==> src/rtl/mic_array_scheduler.sv <==
// Frame sequencer for an I2S microphone array: drives WS, snapshots every decoder's
// L/R words once per frame and drains them as an ordered valid/ready word stream.
module mic_array_scheduler #(
    parameter int unsigned NUM_PAIRS = 4,
    parameter int unsigned DATAWIDTH = 24,
    parameter int unsigned CHW       = 6
) (
    input  logic                           clk_mic,
    input  logic                           rst_mic,
    input  logic                           enable,
    input  logic                           ovf_clr,
    input  logic [NUM_PAIRS*DATAWIDTH-1:0] l_data_bus,
    input  logic [NUM_PAIRS*DATAWIDTH-1:0] r_data_bus,
    output logic                           ws,
    output logic                           m_valid,
    input  logic                           m_ready,
    output logic [DATAWIDTH-1:0]           m_data,
    output logic [CHW-1:0]                 m_chan,
    output logic                           m_last,
    output logic [15:0]                    frame_cnt,
    output logic                           overflow
);

    localparam int unsigned NCH   = 2 * NUM_PAIRS;
    localparam int unsigned SNAPW = NCH * DATAWIDTH;

    localparam logic ST_IDLE = 1'b0;
    localparam logic ST_SEND = 1'b1;

    logic [5:0]           bit_cnt_q,   bit_cnt_d;
    logic                 primed_q,    primed_d;
    logic                 state_q,     state_d;
    logic [SNAPW-1:0]     snap_q,      snap_d;
    logic                 m_valid_q,   m_valid_d;
    logic [DATAWIDTH-1:0] m_data_q,    m_data_d;
    logic [CHW-1:0]       m_chan_q,    m_chan_d;
    logic                 m_last_q,    m_last_d;
    logic [15:0]          frame_cnt_q, frame_cnt_d;
    logic                 overflow_q,  overflow_d;

    logic                 fb_c;
    logic                 hs_c;
    logic                 drain_free_c;
    logic                 capture_c;
    logic [CHW-1:0]       chan_nxt_c;
    logic [DATAWIDTH-1:0] word_nxt_c;
    logic [SNAPW-1:0]     snap_new_c;

    // Interleave the decoder buses into channel order: 2k = left, 2k+1 = right.
    always_comb begin
        snap_new_c = '0;
        for (int k = 0; k < int'(NUM_PAIRS); k++) begin
            snap_new_c[(2*k)*DATAWIDTH   +: DATAWIDTH] = l_data_bus[k*DATAWIDTH +: DATAWIDTH];
            snap_new_c[(2*k+1)*DATAWIDTH +: DATAWIDTH] = r_data_bus[k*DATAWIDTH +: DATAWIDTH];
        end
    end

    // Snapshot word for the channel following the one being presented.
    always_comb begin
        chan_nxt_c = m_chan_q + CHW'(1);
        word_nxt_c = '0;
        for (int c = 0; c < int'(NCH); c++) begin
            if (chan_nxt_c == CHW'(c)) begin
                word_nxt_c = snap_q[c*DATAWIDTH +: DATAWIDTH];
            end
        end
    end

    always_comb begin
        bit_cnt_d   = bit_cnt_q;
        primed_d    = primed_q;
        state_d     = state_q;
        snap_d      = snap_q;
        m_valid_d   = m_valid_q;
        m_data_d    = m_data_q;
        m_chan_d    = m_chan_q;
        m_last_d    = m_last_q;
        frame_cnt_d = frame_cnt_q;
        overflow_d  = overflow_q;

        fb_c         = enable && (bit_cnt_q == 6'd63);
        hs_c         = m_valid_q && m_ready;
        drain_free_c = (state_q == ST_IDLE) || (hs_c && m_last_q);
        capture_c    = fb_c && primed_q && drain_free_c;

        bit_cnt_d  = enable ? bit_cnt_q + 6'd1 : 6'd32;
        primed_d   = enable && (primed_q || fb_c);
        overflow_d = (fb_c && primed_q && !drain_free_c) || (overflow_q && !ovf_clr);

        case (state_q)
            ST_SEND: begin
                if (hs_c) begin
                    if (m_last_q) begin
                        state_d   = ST_IDLE;
                        m_valid_d = 1'b0;
                        m_last_d  = 1'b0;
                    end else begin
                        m_chan_d = chan_nxt_c;
                        m_data_d = word_nxt_c;
                        m_last_d = (chan_nxt_c == CHW'(NCH - 1));
                    end
                end
            end
            default: begin
                state_d = ST_IDLE;
            end
        endcase

        // A capture overrides the drain step, including the back-to-back restart.
        if (capture_c) begin
            snap_d      = snap_new_c;
            state_d     = ST_SEND;
            m_valid_d   = 1'b1;
            m_chan_d    = '0;
            m_data_d    = snap_new_c[DATAWIDTH-1:0];
            m_last_d    = 1'b0;
            frame_cnt_d = frame_cnt_q + 16'd1;
        end
    end

    always_ff @(posedge clk_mic) begin
        if (rst_mic) begin
            bit_cnt_q   <= 6'd32;
            primed_q    <= 1'b0;
            state_q     <= ST_IDLE;
            snap_q      <= '0;
            m_valid_q   <= 1'b0;
            m_data_q    <= '0;
            m_chan_q    <= '0;
            m_last_q    <= 1'b0;
            frame_cnt_q <= '0;
            overflow_q  <= 1'b0;
        end else begin
            bit_cnt_q   <= bit_cnt_d;
            primed_q    <= primed_d;
            state_q     <= state_d;
            snap_q      <= snap_d;
            m_valid_q   <= m_valid_d;
            m_data_q    <= m_data_d;
            m_chan_q    <= m_chan_d;
            m_last_q    <= m_last_d;
            frame_cnt_q <= frame_cnt_d;
            overflow_q  <= overflow_d;
        end
    end

    assign ws        = bit_cnt_q[5];
    assign m_valid   = m_valid_q;
    assign m_data    = m_data_q;
    assign m_chan    = m_chan_q;
    assign m_last    = m_last_q;
    assign frame_cnt = frame_cnt_q;
    assign overflow  = overflow_q;

endmodule
==> config.mk <==
export PLATFORM = sky130hd
export DESIGN_NAME = mic_array_scheduler
export DESIGN_NICKNAME = d
export VERILOG_FILES = /design/src/rtl/mic_array_scheduler.sv
export SDC_FILE = /design/constraint.sdc
export NUM_CORES = 1
export LEC_CHECK = 0
export BUFFER_PORTS_ARGS = -buffer_cell sky130_fd_sc_hd__buf_2
export CAP_MARGIN = 10
export CORE_MARGIN = 2
export CORE_UTILIZATION = 50
export DETAILED_ROUTE_END_ITERATION = 16
export HOLD_SLACK_MARGIN = 0.15
export PLACE_DENSITY = 0.81
export SYNTH_ARGS = -nofsm -noshare
export SYNTH_HDL_FRONTEND = slang
export SYNTH_SLANG_ARGS = --single-unit
==> constraint.sdc <==
create_clock -name clk_mic -period 6 [get_ports clk_mic]
set_input_delay 1.2 -clock clk_mic [delete_from_list [all_inputs] [get_ports clk_mic]]
set_output_delay 1.2 -clock clk_mic [all_outputs]
set_load 0.01 [all_outputs]
==> flow_summary_export.csv <==
group,metric,value,unit
cts,cts_setup_buffers,0,
pwr,design_power_total,3.369,mW
floorplanning,dieArea,22990,sq um
yosys,syn-num-nets,1568,
global_route,grt-ovfl-total,0,
yosys,ys_async_sr_fraction,0,%
yosys,synth_ff_type,"dfxtp_1",
yosys,synth_top_family_by_area,"compound AO/OA/AOI/OAI gates",
yosys,synth_edf_count,0,
sta,tightest_slew,1150,ps
floorplanning,ioPinCount,247,
yosys,ys_ff_latch,249,
yosys,synth.distinct_cells,48,
route,vias_per_cell,5.767,
global_route,grt_use_total,27.92,%
route,routed_wl,33420,microns
cts,clock_sinks,249,
pwr,p_per_area,258.0,nW/um^2
cts,htreeDepth,1,
floorplanning,core_area,21620,sq um
sta,slew_headroom,23.33,%
sta,fin_crit,3421,ps
final_layout,drive_gt1_share,21.97,%
worst_setup_path,cp_common_cell,"a221oi_1",
cts,clkLatencyLatePin,530,ps
flow_run,maxCapViolCount,0,
worst_setup_path,cp-start-kind,"flop",
worst_setup_path,crit_start,"m_chan[0]",
route,drt-initial-drc-count,1100,
sta,max_freq,292.3,MHz
global_route,antenna_found_initial,10,
yosys,synth_compound_area_share,24.93,%
yosys,syn_area_per_cell,7.991,sq um
route,wire_per_inst,18.05,microns
floorplanning,rows,54,
pwr,swShare,21.20,%
run_status,status,"complete, no violations",
route,firstDrtPassIters,5,
sta,setup_violations,0,
yosys,synth-seq-area-share,45.74,%
route,postRouteAntennaNets,0,
yosys,synthSimpleGateAreaFrac,19.76,%
placed_design,hpwl,22900,microns
worst_setup_path,crit_family,"compound AO/OA/AOI/OAI gates",
floorplanning,start_util,50.41,%
sta,hold_viol,0,
yosys,ys_warn_count,0,
global_route,grt_pass1_wl,50730,microns
sta,skew,7.525,ps
final_layout,fin_nets,1745,
yosys,synth_fa_ha_area_share,0.8036,%
sta,min_period_over_period,57.02,%
worst_setup_path,critPathBufInv,1,
cts,cts.clk_slew.worst_paths,60,ps
cts,post_cts_resized,0,
final_layout,final_common_cell,"nand2_1",
yosys,yosys-mux-area-fraction,0.09184,%
placed_design,place_congestion,0.9103,
global_route,grt_pass1_vias,9554,
floorplanning,die_h,151.6,microns
placed_design,place.port_buffers,246,
worst_setup_path,crit_type,"flop to flop",
worst_setup_path,cp_slowest_cell,"ha_2",
floorplanning,fp.dieW,151.6,microns
worst_setup_path,cp_slowest_stage_delay,920,ps
hold_path,min-delay-start,"bit_cnt_q[0]",
pwr,netSwitchingPower,0.7142,mW
yosys,netlist_instances,1364,
final_layout,areaGrowthSynthToFinish,19.83,%
pwr,clkPwrFrac,47.8,%
worst_setup_path,required,6430,ps
yosys,netlist_area,10900,sq um
pwr,p_seq_share,49.1,%
route,vias,10680,
worst_setup_path,cp_max_fo,53,
sta,rsz0062_at_grt,"no",
cts,clk_path_buf_depth,3,
worst_setup_path,path_cells,"ha_2, buf_4, a221oi_1, a2111oi_0, a221oi_1, a221oi_2",
cts,root_buffer,"clkbuf_16",
global_route,grt_max_degree,222,
worst_setup_path,cp.arrival,3860,ps
cts,cts_hold_buffers,0,
pwr,p_comb_share,3.1,%
yosys,synth_xor_area_share,1.768,%
cts,cts_tree,"built",
route,drc,0,
pwr,p_leak,4.598,nW
sta,maxSlewViolCount,0,
pwr,peakVddDrop,0.0001824,V
pwr,p_int,2.655,mW
hold_path,hp-class,"flop to flop",
worst_setup_path,cp-end-kind,"flop",
sta,fin_tns_setup,0,ps
final_layout,layout_common_cells,"423 x nand2_1, 249 x dfxtp_1, 245 x buf_2",
worst_setup_path,worstReg2RegStart,"m_chan[0]",
cts,cts_buffers,26,
## synthesized netlist by cell type, types with 2 or more instances
cell type	number	area share (%)
dfxtp_1	249	46
a2111oi_0	24	1.9
nand3_1	12	0.55
nor2_1	31	1.1
a221oi_2	20	2.8
ha_1	7	0.80
buf_6	3	0.31
o221ai_1	24	1.9
and4_1	2	0.16
nand2_1	423	15
xnor2_1	17	1.4
a21oi_1	200	9.2
nor3_1	8	0.37
a221oi_1	76	6.1
xor2_1	5	0.40
nor2b_1	26	1.5
or2_1	3	0.17
or4_1	2	0.14
buf_12	2	0.37
o31ai_1	25	1.7
buf_1	2	0.069
clkbuf_1	83	2.9
and3_1	3	0.17
nand4_1	6	0.34
nor4_1	4	0.23
a2111o_1	2	0.21
buf_2	26	1.2
inv_1	59	2.0
## cell families (layout without fill, tap and decap cells)
group                      after synthesis  in the layout
DFF                                    249            249
adders and majority gates                7              7
and+or+nand+nor                        527            527
AOI/OAI and AO/OA                      381            381
buffers and inverters                  177            374
other                                    0             10
xor gates and xnor gates                22             22
muxes                                    1              1
## routing by layer
metal | up-vias | wire (microns) | global-route usage (%)
met5 | - | 21 | 0
met4 | 4 | 1215 | 10.51
met3 | 77 | 3268 | 5.329
met2 | 479 | 15280 | 44.23
met1 | 5009 | 13640 | 37.86
li1 | 5106 | - | -
## worst register-to-register path: cells and delay by family, from the launching register on
family	cells	cell delay (ps)
DFF	1	580
adders and majority gates	1	920
AOI/OAI and AO/OA	4	1420
buffers and inverters	1	410
## registers in the layout, indices dropped and copies added (netlist names)
name	cells
snap_q	192
m_chan	6
m_last	1
bit_cnt_q	6
frame_cnt	16
m_valid	1
state_q	1
m_data	24
primed_q	1
overflow	1
## cell type report
| class | count | area [sq um] |
|---|---|---|
| fillers | 1921 | 8561 |
| multi-input cells | 938 | 5207 |
| flip-flops and latches | 249 | 4985 |
| repair buffers | 266 | 1400 |
| clock buffers | 40 | 794.5 |
| well taps | 280 | 350.3 |
| inverters | 60 | 225.2 |
| clock inverters | 8 | 72.57 |
| diodes | 10 | 25.02 |
## through the flow
stage | instances | worst slack [ps] | utilization [%] | hold slack (ps) | cell area [sq um]
finish | 1851 | 2579 | 60.41 | 452.4 | 13060
global route | 1846 | 2367 | 60.35 | 470.1 | 13050
CTS | 1841 | 2657 | 60.29 | 450.1 | 13040
detailed placement | 1793 | 2366 | 56.28 | 438.7 | 12170
global placement | 1793 | 2423 | 56.28 | 426.7 | 12170
floorplan | 1364 | 3437 | - | 417.9 | 10900
## power groups by stage
stage / sequential (mW) / clock [mW] / combinational [mW]
detailed placement: 1.69 / 0 / 0.103
finish: 1.65 / 1.61 / 0.106
global placement: 1.69 / 0 / 0.103
floorplan: 1.69 / 0 / 0.0250
global route: 1.65 / 1.69 / 0.114
CTS: 1.65 / 1.62 / 0.104
## final timing paths
kind | to | slack (ps) | cells past startpoint
min | bit_cnt_q[0] | 450 | 1
max | m_data[13] | 2580 | 6
max reg2reg | m_data[13] | 2580 | 6
min reg2reg | bit_cnt_q[0] | 450 | 1
(Power assumes the default switching activity.)
